===== config.mk =====
export PLATFORM = sky130hd
export DESIGN_NAME = mux_sel_arbiter_flat
export DESIGN_NICKNAME = d
export VERILOG_FILES = /design/src/rtl/mux_sel_arbiter_if.sv /design/src/rtl/mux_sel_arbiter.sv /design/src/flat_wrapper.sv
export SDC_FILE = /design/constraint.sdc
export NUM_CORES = 1
export LEC_CHECK = 0
export BUFFER_PORTS_ARGS = -buffer_cell sky130_fd_sc_hd__buf_2
export CAP_MARGIN = 0
export CORE_UTILIZATION = 56
export CTS_CLUSTER_DIAMETER = 80
export DETAILED_ROUTE_END_ITERATION = 8
export PLACE_DENSITY_LB_ADDON = 0.08
export SETUP_SLACK_MARGIN = 0.5
export SYNTH_ARGS = -nofsm -noshare
export SYNTH_HDL_FRONTEND = slang
export SYNTH_SLANG_ARGS = --single-unit

===== constraint.sdc =====
create_clock -name clk -period 4.1 [get_ports clk]
set_clock_uncertainty 0.05 [all_clocks]
set_input_delay 0.615 -clock clk [delete_from_list [all_inputs] [get_ports clk]]
set_output_delay 0.615 -clock clk [all_outputs]
set_load 0.01 [all_outputs]

===== src/rtl/mux_sel_arbiter_if.sv =====
// Handshake bundle between the four requesters, the arbiter and the 4:1 mux.
// master: arbiter side (drives sel/grant/busy/timeout); slave: requester side.
interface mux_sel_arbiter_if;
  logic [3:0] req_i;
  logic       release_i;
  logic [1:0] sel_o;
  logic [3:0] grant_o;
  logic       busy_o;
  logic       timeout_o;

  modport master (
    input  req_i,
    input  release_i,
    output sel_o,
    output grant_o,
    output busy_o,
    output timeout_o
  );

  modport slave (
    output req_i,
    output release_i,
    input  sel_o,
    input  grant_o,
    input  busy_o,
    input  timeout_o
  );
endinterface


===== src/rtl/mux_sel_arbiter.sv =====
// Round-robin arbiter driving the 2-bit select of a 4:1 data mux.
// Ports: clk, rst (async high), bus (req_i, release_i -> sel_o, grant_o, busy_o, timeout_o).
module mux_sel_arbiter #(
  parameter int unsigned HOLD_MAX = 15,
  parameter int unsigned CNT_W    = 4
) (
  input  logic              clk,
  input  logic              rst,
  mux_sel_arbiter_if.master bus
);

  localparam logic [1:0] S_IDLE  = 2'd0;
  localparam logic [1:0] S_GRANT = 2'd1;
  localparam logic [1:0] S_GAP   = 2'd2;

  localparam bit HOLD_EN = (HOLD_MAX != 0);
  localparam logic [CNT_W-1:0] CNT_LAST =
    CNT_W'(HOLD_MAX == 0 ? 0 : HOLD_MAX - 1);

  logic [1:0]       state_q, state_d;
  logic [1:0]       sel_q, sel_d;
  logic [3:0]       grant_q, grant_d;
  logic             busy_q, busy_d;
  logic             tmo_q, tmo_d;
  logic [CNT_W-1:0] cnt_q, cnt_d;
  logic [1:0]       last_q, last_d;

  logic [1:0] pick;
  logic [1:0] cand;
  logic       found;

  // Search last+1 .. last+4 (mod 4); the previous winner is checked last.
  always_comb begin
    pick  = last_q;
    cand  = '0;
    found = 1'b0;
    for (int k = 1; k <= 4; k++) begin
      cand = last_q + 2'(k);
      if (!found && bus.req_i[cand]) begin
        found = 1'b1;
        pick  = cand;
      end
    end
  end

  always_comb begin
    state_d = state_q;
    sel_d   = sel_q;
    grant_d = grant_q;
    busy_d  = busy_q;
    tmo_d   = 1'b0;
    cnt_d   = cnt_q;
    last_d  = last_q;
    case (state_q)
      S_IDLE, S_GAP: begin
        grant_d = '0;
        busy_d  = 1'b0;
        state_d = S_IDLE;
        if (found) begin
          sel_d   = pick;
          grant_d = 4'b0001 << pick;
          busy_d  = 1'b1;
          cnt_d   = '0;
          last_d  = pick;
          state_d = S_GRANT;
        end
      end
      S_GRANT: begin
        if (bus.release_i || !bus.req_i[sel_q]) begin
          grant_d = '0;
          busy_d  = 1'b0;
          state_d = S_GAP;
        end else if (HOLD_EN && cnt_q == CNT_LAST) begin
          grant_d = '0;
          busy_d  = 1'b0;
          tmo_d   = 1'b1;
          state_d = S_GAP;
        end else if (cnt_q != '1) begin
          // saturates only when the timeout is disabled
          cnt_d = cnt_q + 1'b1;
        end
      end
      default: begin
        grant_d = '0;
        busy_d  = 1'b0;
        state_d = S_IDLE;
      end
    endcase
  end

  always_ff @(posedge clk or posedge rst) begin
    if (rst) begin
      state_q <= S_IDLE;
      sel_q   <= '0;
      grant_q <= '0;
      busy_q  <= 1'b0;
      tmo_q   <= 1'b0;
      cnt_q   <= '0;
      last_q  <= 2'd3;
    end else begin
      state_q <= state_d;
      sel_q   <= sel_d;
      grant_q <= grant_d;
      busy_q  <= busy_d;
      tmo_q   <= tmo_d;
      cnt_q   <= cnt_d;
      last_q  <= last_d;
    end
  end

  assign bus.sel_o     = sel_q;
  assign bus.grant_o   = grant_q;
  assign bus.busy_o    = busy_q;
  assign bus.timeout_o = tmo_q;

endmodule

===== src/flat_wrapper.sv =====
// flat-port wrapper written by rule: the top's interface ports become plain ports
module mux_sel_arbiter_flat 
#(
  parameter int unsigned HOLD_MAX = 15,
  parameter int unsigned CNT_W    = 4
)
  (clk, rst, bus_req_i, bus_release_i, bus_sel_o, bus_grant_o, bus_busy_o, bus_timeout_o);
  mux_sel_arbiter_if bus_i ();
  input  logic clk;
  input  logic rst;
  input wire logic [$bits(bus_i.req_i)-1:0] bus_req_i;
  input wire logic [$bits(bus_i.release_i)-1:0] bus_release_i;
  output wire logic [$bits(bus_i.sel_o)-1:0] bus_sel_o;
  output wire logic [$bits(bus_i.grant_o)-1:0] bus_grant_o;
  output wire logic [$bits(bus_i.busy_o)-1:0] bus_busy_o;
  output wire logic [$bits(bus_i.timeout_o)-1:0] bus_timeout_o;
  assign bus_i.req_i = bus_req_i;
  assign bus_i.release_i = bus_release_i;
  assign bus_sel_o = bus_i.sel_o;
  assign bus_grant_o = bus_i.grant_o;
  assign bus_busy_o = bus_i.busy_o;
  assign bus_timeout_o = bus_i.timeout_o;
  mux_sel_arbiter #(.HOLD_MAX(HOLD_MAX), .CNT_W(CNT_W)) u_core (.clk(clk), .rst(rst), .bus(bus_i));
endmodule

# Word-level counts from Yosys, hierarchy flattened
# Index checks and enable logic that the tools add are counted.
[word_totals]
reg_bits = 16
latch_bits = 0
ram_bits = 0
rom_bits = 0
inputBits = 7
output_inout_bits = 8
elab_cells = 77
mem_count = 0
[op_classes]
add_sub_neg = 4
mul = 0
div_mod_pow = 0
order_cmp = 5
n_eq_ne = 9
n_shift = 1
mux = 38
bitwise = 0
n_reduce_logical = 13
[ops]
columns = ["operator", "n"]
rows = [
  ["$mux 4", 7],
  ["$mux 1", 16],
  ["$pmux 4 s2", 2],
  ["$lt 2x3->1 const B", 5],
  ["$mux 2", 6],
  ["$bmux 1 s2", 5],
  ["$reduce_and 5->1", 1],
  ["$add 2x2->2 const B", 2],
  ["$add 4x1->4 const B", 1],
  ["$eq 4x4->1 const B", 1],
  ["$logic_not 1->1", 4],
  ["$ne 2x1->1 const B", 2],
  ["$ne 2x2->1 const B", 2],
  ["$ne 4x4->1 const B", 1],
  ["$pmux 2 s2", 1],
  ["$shl 1x2->4 const A", 1],
  ["$logic_and 1x1->1", 3],
  ["$ne 3x1->1 const B", 1],
  ["$add 2x1->2 const B", 1],
  ["$eq 2x1->1 const B", 1],
  ["$eq 2x2->1 const B", 1],
  ["$logic_not 2->1", 1],
  ["$pmux 1 s2", 1],
  ["$reduce_and 2->1", 1],
  ["other kinds (3)", 3],
]

# Depth between registers and ports, before layout
[logic_depth]
word_depth = 16
mapped_depth = 7

# Least setup slack after synthesis
# No wires, ideal clock.
[synth_timing]
path_type = "in2reg"
start = "input bus_req_i[3]"
end = "register u_core.grant_q[2] (netlist: u_core.bus.grant_o[2])"
setup_time_ps = 121
t_arrival_ps = 1587
slack_ps = 2342
cell_stages = 4
cell_sequence = "mux4_2 -> and3_1 -> buf_6 -> a22o_1"
[synth_between]
elab_chain_len = 15
word_cells_on_any_way = 31
classes_between = "eq/ne: 1; shift: 1; mux: 21; reduce/logical: 8"
[synth_rtl]
columns = ["element", "line", "source"]
rows = [
  ["from (decl)", "flat_wrapper.sv:11", "input wire logic [$bits(bus_i.req_i)-1:0] bus_req_i;"],
  ["$bmux 1 s2", "mux_sel_arbiter.sv:39", "if (!found && bus.req_i[cand]) begin"],
  ["$mux 1 (implied by the code)", "mux_sel_arbiter.sv:39", ""],
  ["$mux 1", "mux_sel_arbiter.sv:39", ""],
  ["$logic_not 1->1", "mux_sel_arbiter.sv:39", ""],
  ["$logic_and 1x1->1", "mux_sel_arbiter.sv:39", ""],
  ["$mux 1", "mux_sel_arbiter.sv:39", ""],
  ["$logic_not 1->1", "mux_sel_arbiter.sv:39", ""],
  ["$logic_and 1x1->1", "mux_sel_arbiter.sv:39", ""],
  ["$mux 1", "mux_sel_arbiter.sv:39", ""],
  ["$logic_not 1->1", "mux_sel_arbiter.sv:39", ""],
  ["$logic_and 1x1->1", "mux_sel_arbiter.sv:39", ""],
  ["$mux 2", "mux_sel_arbiter.sv:39", ""],
  ["$shl 1x2->4", "mux_sel_arbiter.sv:61", "grant_d = 4'b0001 << pick;"],
  ["$mux 4", "mux_sel_arbiter.sv:59", "if (found) begin"],
  ["$pmux 4 s2", "mux_sel_arbiter.sv:54", "case (state_q)"],
  ["to (signal assigned)", "mux_sel_arbiter.sv:103", "grant_q <= grant_d;"],
  ["to (decl)", "mux_sel_arbiter.sv:22", "logic [3:0] grant_q, grant_d;"],
]
# Parallel ways exist; a longest one is shown, timed or not. The select of a mux whose other input is x is not followed.
# A chain may end at the register's enable or synchronous reset.

# Worst setup path after layout
# Same ends and word-level chain as after synthesis.

==> qor.log <==
[status] status complete, no violations
[clocking] clock latency reported for the late side of the worst-skew pair 0.28 ns
[place] post-placement cell count 101
[worst_setup_path] critical path's slowest cell sky130_fd_sc_hd__mux4_2
[grt] overall fraction of global-route tracks in use 20.7%
[worst_setup_path] largest fanout on the critical path 7
[floorplan] starting density of the core 61.0%
[floorplan] Rows 13
[route] final routed DRC violation total 0
[floorplan] Top Ports 15
[worst_setup_path] category of the worst setup path capture point flop
[clocking] number of buffers added to fix hold violations after cts 0
[grt] total overflow reported by the global router 0
[sta] setup-violating endpoint count in the final report 0
[worst_setup_path] worst reg-to-reg setup slack 2.48 ns
[power_and_ir_drop] maximum VDD drop 0.357 mV
[floorplan] core outline area 1300 µm²
[clocking] buffer levels on the longest clock path 2
[flow_run] Maximum Capacitance Violations 0
[synthesis] Yosys warnings 0
[power_and_ir_drop] overall power consumption 0.588 mW
[worst_hold_path] worst min-delay path class in -> async
[synthesis] cell count after synthesis 75
[route] overall routed net length 1380 µm
[sta] achievable frequency 610 MHz
[synthesis] FF+latch count, synth 16
[route] average vias per placed instance 5.76
[route] first-pass iteration count of the detailed router 4
[sta] sum of negative setup slack 0 ns
[final_layout] Non-Filler Instances 105
[sta] Relative slew margins 61.3%
[route] Routed Antenna Nets 0
[grt] largest net degree at the start of global routing 17
[route] total number of vias 605
[synthesis] Syn Area/Cell 10.6 µm²
[power_and_ir_drop] Pwr per Cell Area 661 nW/µm²
[worst_setup_path] data required time at the worst endpoint 4.23 ns
[synthesis] number of distinct library cells after synthesis 32
[final_layout] synth-to-layout area growth 12.1%
[final_layout] antenna diode instance count 0
[worst_setup_path] cell family contributing the most delay on the critical path multiplexers
[clocking] post-CTS resize count 0
[worst_setup_path] CP arrival 1.77 ns
[worst_setup_path] maximum single-stage delay on the critical path 0.52 ns
[grt] via count of the first global-routing pass 475
[sta] RSZ-0062 raised after global routing false
[worst_setup_path] sum of buffers and inverters on the critical path 1
[place] routability congestion estimate 0.700
[grt] first-pass GRT wire length 2060 µm
[power_and_ir_drop] leak pwr 0.430 nW
[synthesis] post-synthesis net count 84
[floorplan] height of the die 39.6 µm
[synthesis] post-synth design cell area 793 µm²
[sta] minimum clock period after layout 1.64 ns
[clocking] clock sink count 16
[clocking] library cell used as clock root buffer sky130_fd_sc_hd__clkbuf_4
[clocking] CTS H-tree depth 1
[sta] endpoints failing hold 0
[final_layout] Final nets 100
[clocking] post-CTS setup buffer count 0
[route] violation count after the first detailed-route iteration 16
[clocking] number of buffers inserted during clock tree synthesis 3
[synthesis] post-synthesis sequential area ratio 50.8%
[worst_setup_path] cell breakdown of the critical path buf_2 -> mux4_2 -> and3_1 -> a22o_1
[sta] transition time at the pin with the least slew margin 0.580 ns
[worst_setup_path] category of the critical setup timing path in -> reg
[sta] Max Slew Vio Count 0
[worst_setup_path] type of element launching the critical path primary input
[floorplan] die area 1570 µm²
[floorplan] floorplan die width 39.6 µm
[final_layout] most frequent cells in the layout sky130_fd_sc_hd__buf_2 (14), sky130_fd_sc_hd__dfrtp_1 (14), sky130_fd_sc_hd__nor2_1 (7), sky130_fd_sc_hd__nand2_1 (7)
[clocking] clock tree from TritonCTS done
[grt] initial antenna violation count 0
[clocking] Worst-path clk slew 0.10 ns
[final_layout] share of final-layout standard cells stronger than drive strength 1 28.9%
[route] average wire length per cell after detail routing 13.1 µm
[sta] post-route fraction of the period consumed by the critical path 40.0%
[place] number of port buffers 14
[state kept, by name, summed over array words and instances, names as in the netlist]
name / flops
u_core.bus.grant_o: 4
u_core.cnt_q: 4
u_core.bus.sel_o: 2
u_core.last_q: 2
u_core.state_q: 2
u_core.bus.busy_o: 1
u_core.bus.timeout_o: 1
[path summary, 6_finish.rpt]
| check | startpoint | end | cells past startpoint |
|---|---|---|---|
| worst min-delay path | rst | u_core.bus.busy_o | 2 |
| max in group asynchronous | rst | u_core.last_q[0] | 2 |
| worst max-delay path | bus_req_i[3] | u_core.bus.grant_o[2] | 4 |
| worst min register to register | u_core.state_q[1] | u_core.state_q[1] | 1 |
| worst max register to register | u_core.last_q[0] | u_core.bus.grant_o[2] | 4 |
| min in group clk | u_core.state_q[1] | u_core.state_q[1] | 1 |
[Yosys cell counts]
cell type | instances | share of area (%)
sky130_fd_sc_hd__o21ai_0 | 2 | 1.3
sky130_fd_sc_hd__mux2i_1 | 1 | 1.3
sky130_fd_sc_hd__mux4_2 | 1 | 2.8
sky130_fd_sc_hd__nand2b_1 | 1 | 0.79
sky130_fd_sc_hd__inv_1 | 2 | 0.95
sky130_fd_sc_hd__o221a_2 | 1 | 1.4
sky130_fd_sc_hd__nor2_1 | 7 | 3.3
sky130_fd_sc_hd__nor3b_2 | 1 | 1.6
sky130_fd_sc_hd__ha_1 | 2 | 3.2
sky130_fd_sc_hd__nand3_1 | 5 | 3.2
sky130_fd_sc_hd__or3_1 | 1 | 0.79
sky130_fd_sc_hd__dfrtp_1 | 14 | 44
sky130_fd_sc_hd__a21o_1 | 3 | 2.8
sky130_fd_sc_hd__nor3_2 | 1 | 1.3
sky130_fd_sc_hd__or2_1 | 1 | 0.79
sky130_fd_sc_hd__and3_1 | 1 | 0.79
sky130_fd_sc_hd__nand2_1 | 7 | 3.3
sky130_fd_sc_hd__buf_6 | 1 | 1.4
sky130_fd_sc_hd__o21ai_1 | 1 | 0.63
sky130_fd_sc_hd__o31ai_2 | 1 | 1.6
sky130_fd_sc_hd__a21oi_1 | 5 | 3.2
sky130_fd_sc_hd__clkbuf_1 | 2 | 0.95
sky130_fd_sc_hd__nor2b_1 | 1 | 0.79
sky130_fd_sc_hd__dfstp_2 | 2 | 6.6
sky130_fd_sc_hd__nor3b_1 | 2 | 1.9
sky130_fd_sc_hd__a32o_1 | 1 | 1.3
sky130_fd_sc_hd__o211ai_1 | 2 | 1.9
sky130_fd_sc_hd__nand3b_1 | 1 | 0.95
sky130_fd_sc_hd__and3_2 | 1 | 0.95
sky130_fd_sc_hd__a22o_1 | 1 | 1.1
sky130_fd_sc_hd__o31ai_1 | 2 | 1.9
sky130_fd_sc_hd__and3b_2 | 1 | 1.3
[per-layer routing]
metal  vias to the layer above  global-route usage [%]  wire (µm)
met5                         -                       0          0
met2                        12                    25.8        559
met3                         4                    5.11         55
met1                       288                    32.1        739
li1                        301                       -          -
met4                         0                    10.3         23
[worst reg2reg max path, stage by stage, from the launching register on]
cell and delay (ns):
sky130_fd_sc_hd__dfstp_2 0.57, sky130_fd_sc_hd__and3b_2 0.21, sky130_fd_sc_hd__o31ai_2 0.36, sky130_fd_sc_hd__nor2_1 0.14, sky130_fd_sc_hd__a22o_1 0.20
[kinds of logic after synthesis]
family,Yosys count,synth area share [%]
AO/OA/AOI/OAI,19,17.0
multiplexers,2,4.10
flip-flops,16,50.8
adder cells (fa/ha/maj),2,3.15
AND/OR/NAND/NOR,31,21.6
buffers and inverters,5,3.31
[area by class of cell]
cell class	count	area (µm²)
fillers	111	412
flip-flops and latches	16	403
multi-input cells	54	364
repair buffers	14	70.1
clock buffers	4	26.3
well taps	15	18.8
inverters	2	7.51
[through the flow]
stage | hold slack, ns | setup slack (ns) | cell area [µm²] | utilization (%)
2_1_floorplan | 0.370 | 2.34 | 793 | -
3_3_place_gp | 0.398 | 2.20 | 863 | 66.3
3_5_place_dp | 0.400 | 2.15 | 863 | 66.3
4_1_cts | 0.344 | 2.47 | 890 | 68.4
5_1_grt | 0.369 | 2.38 | 890 | 68.4
6_report | 0.322 | 2.46 | 890 | 68.4
[power by group]
| group | leakage [nW] | switching, mW | total [mW] | internal, mW |
|---|---|---|---|---|
| logic | 0.212 | 0.126 | 0.228 | 0.102 |
| clock network | 0.0150 | 0.0491 | 0.0869 | 0.0378 |
| registers | 0.203 | 0.0499 | 0.274 | 0.224 |
| total | 0.430 | 0.225 | 0.588 | 0.363 |
Power figures use the tool's default switching activity.
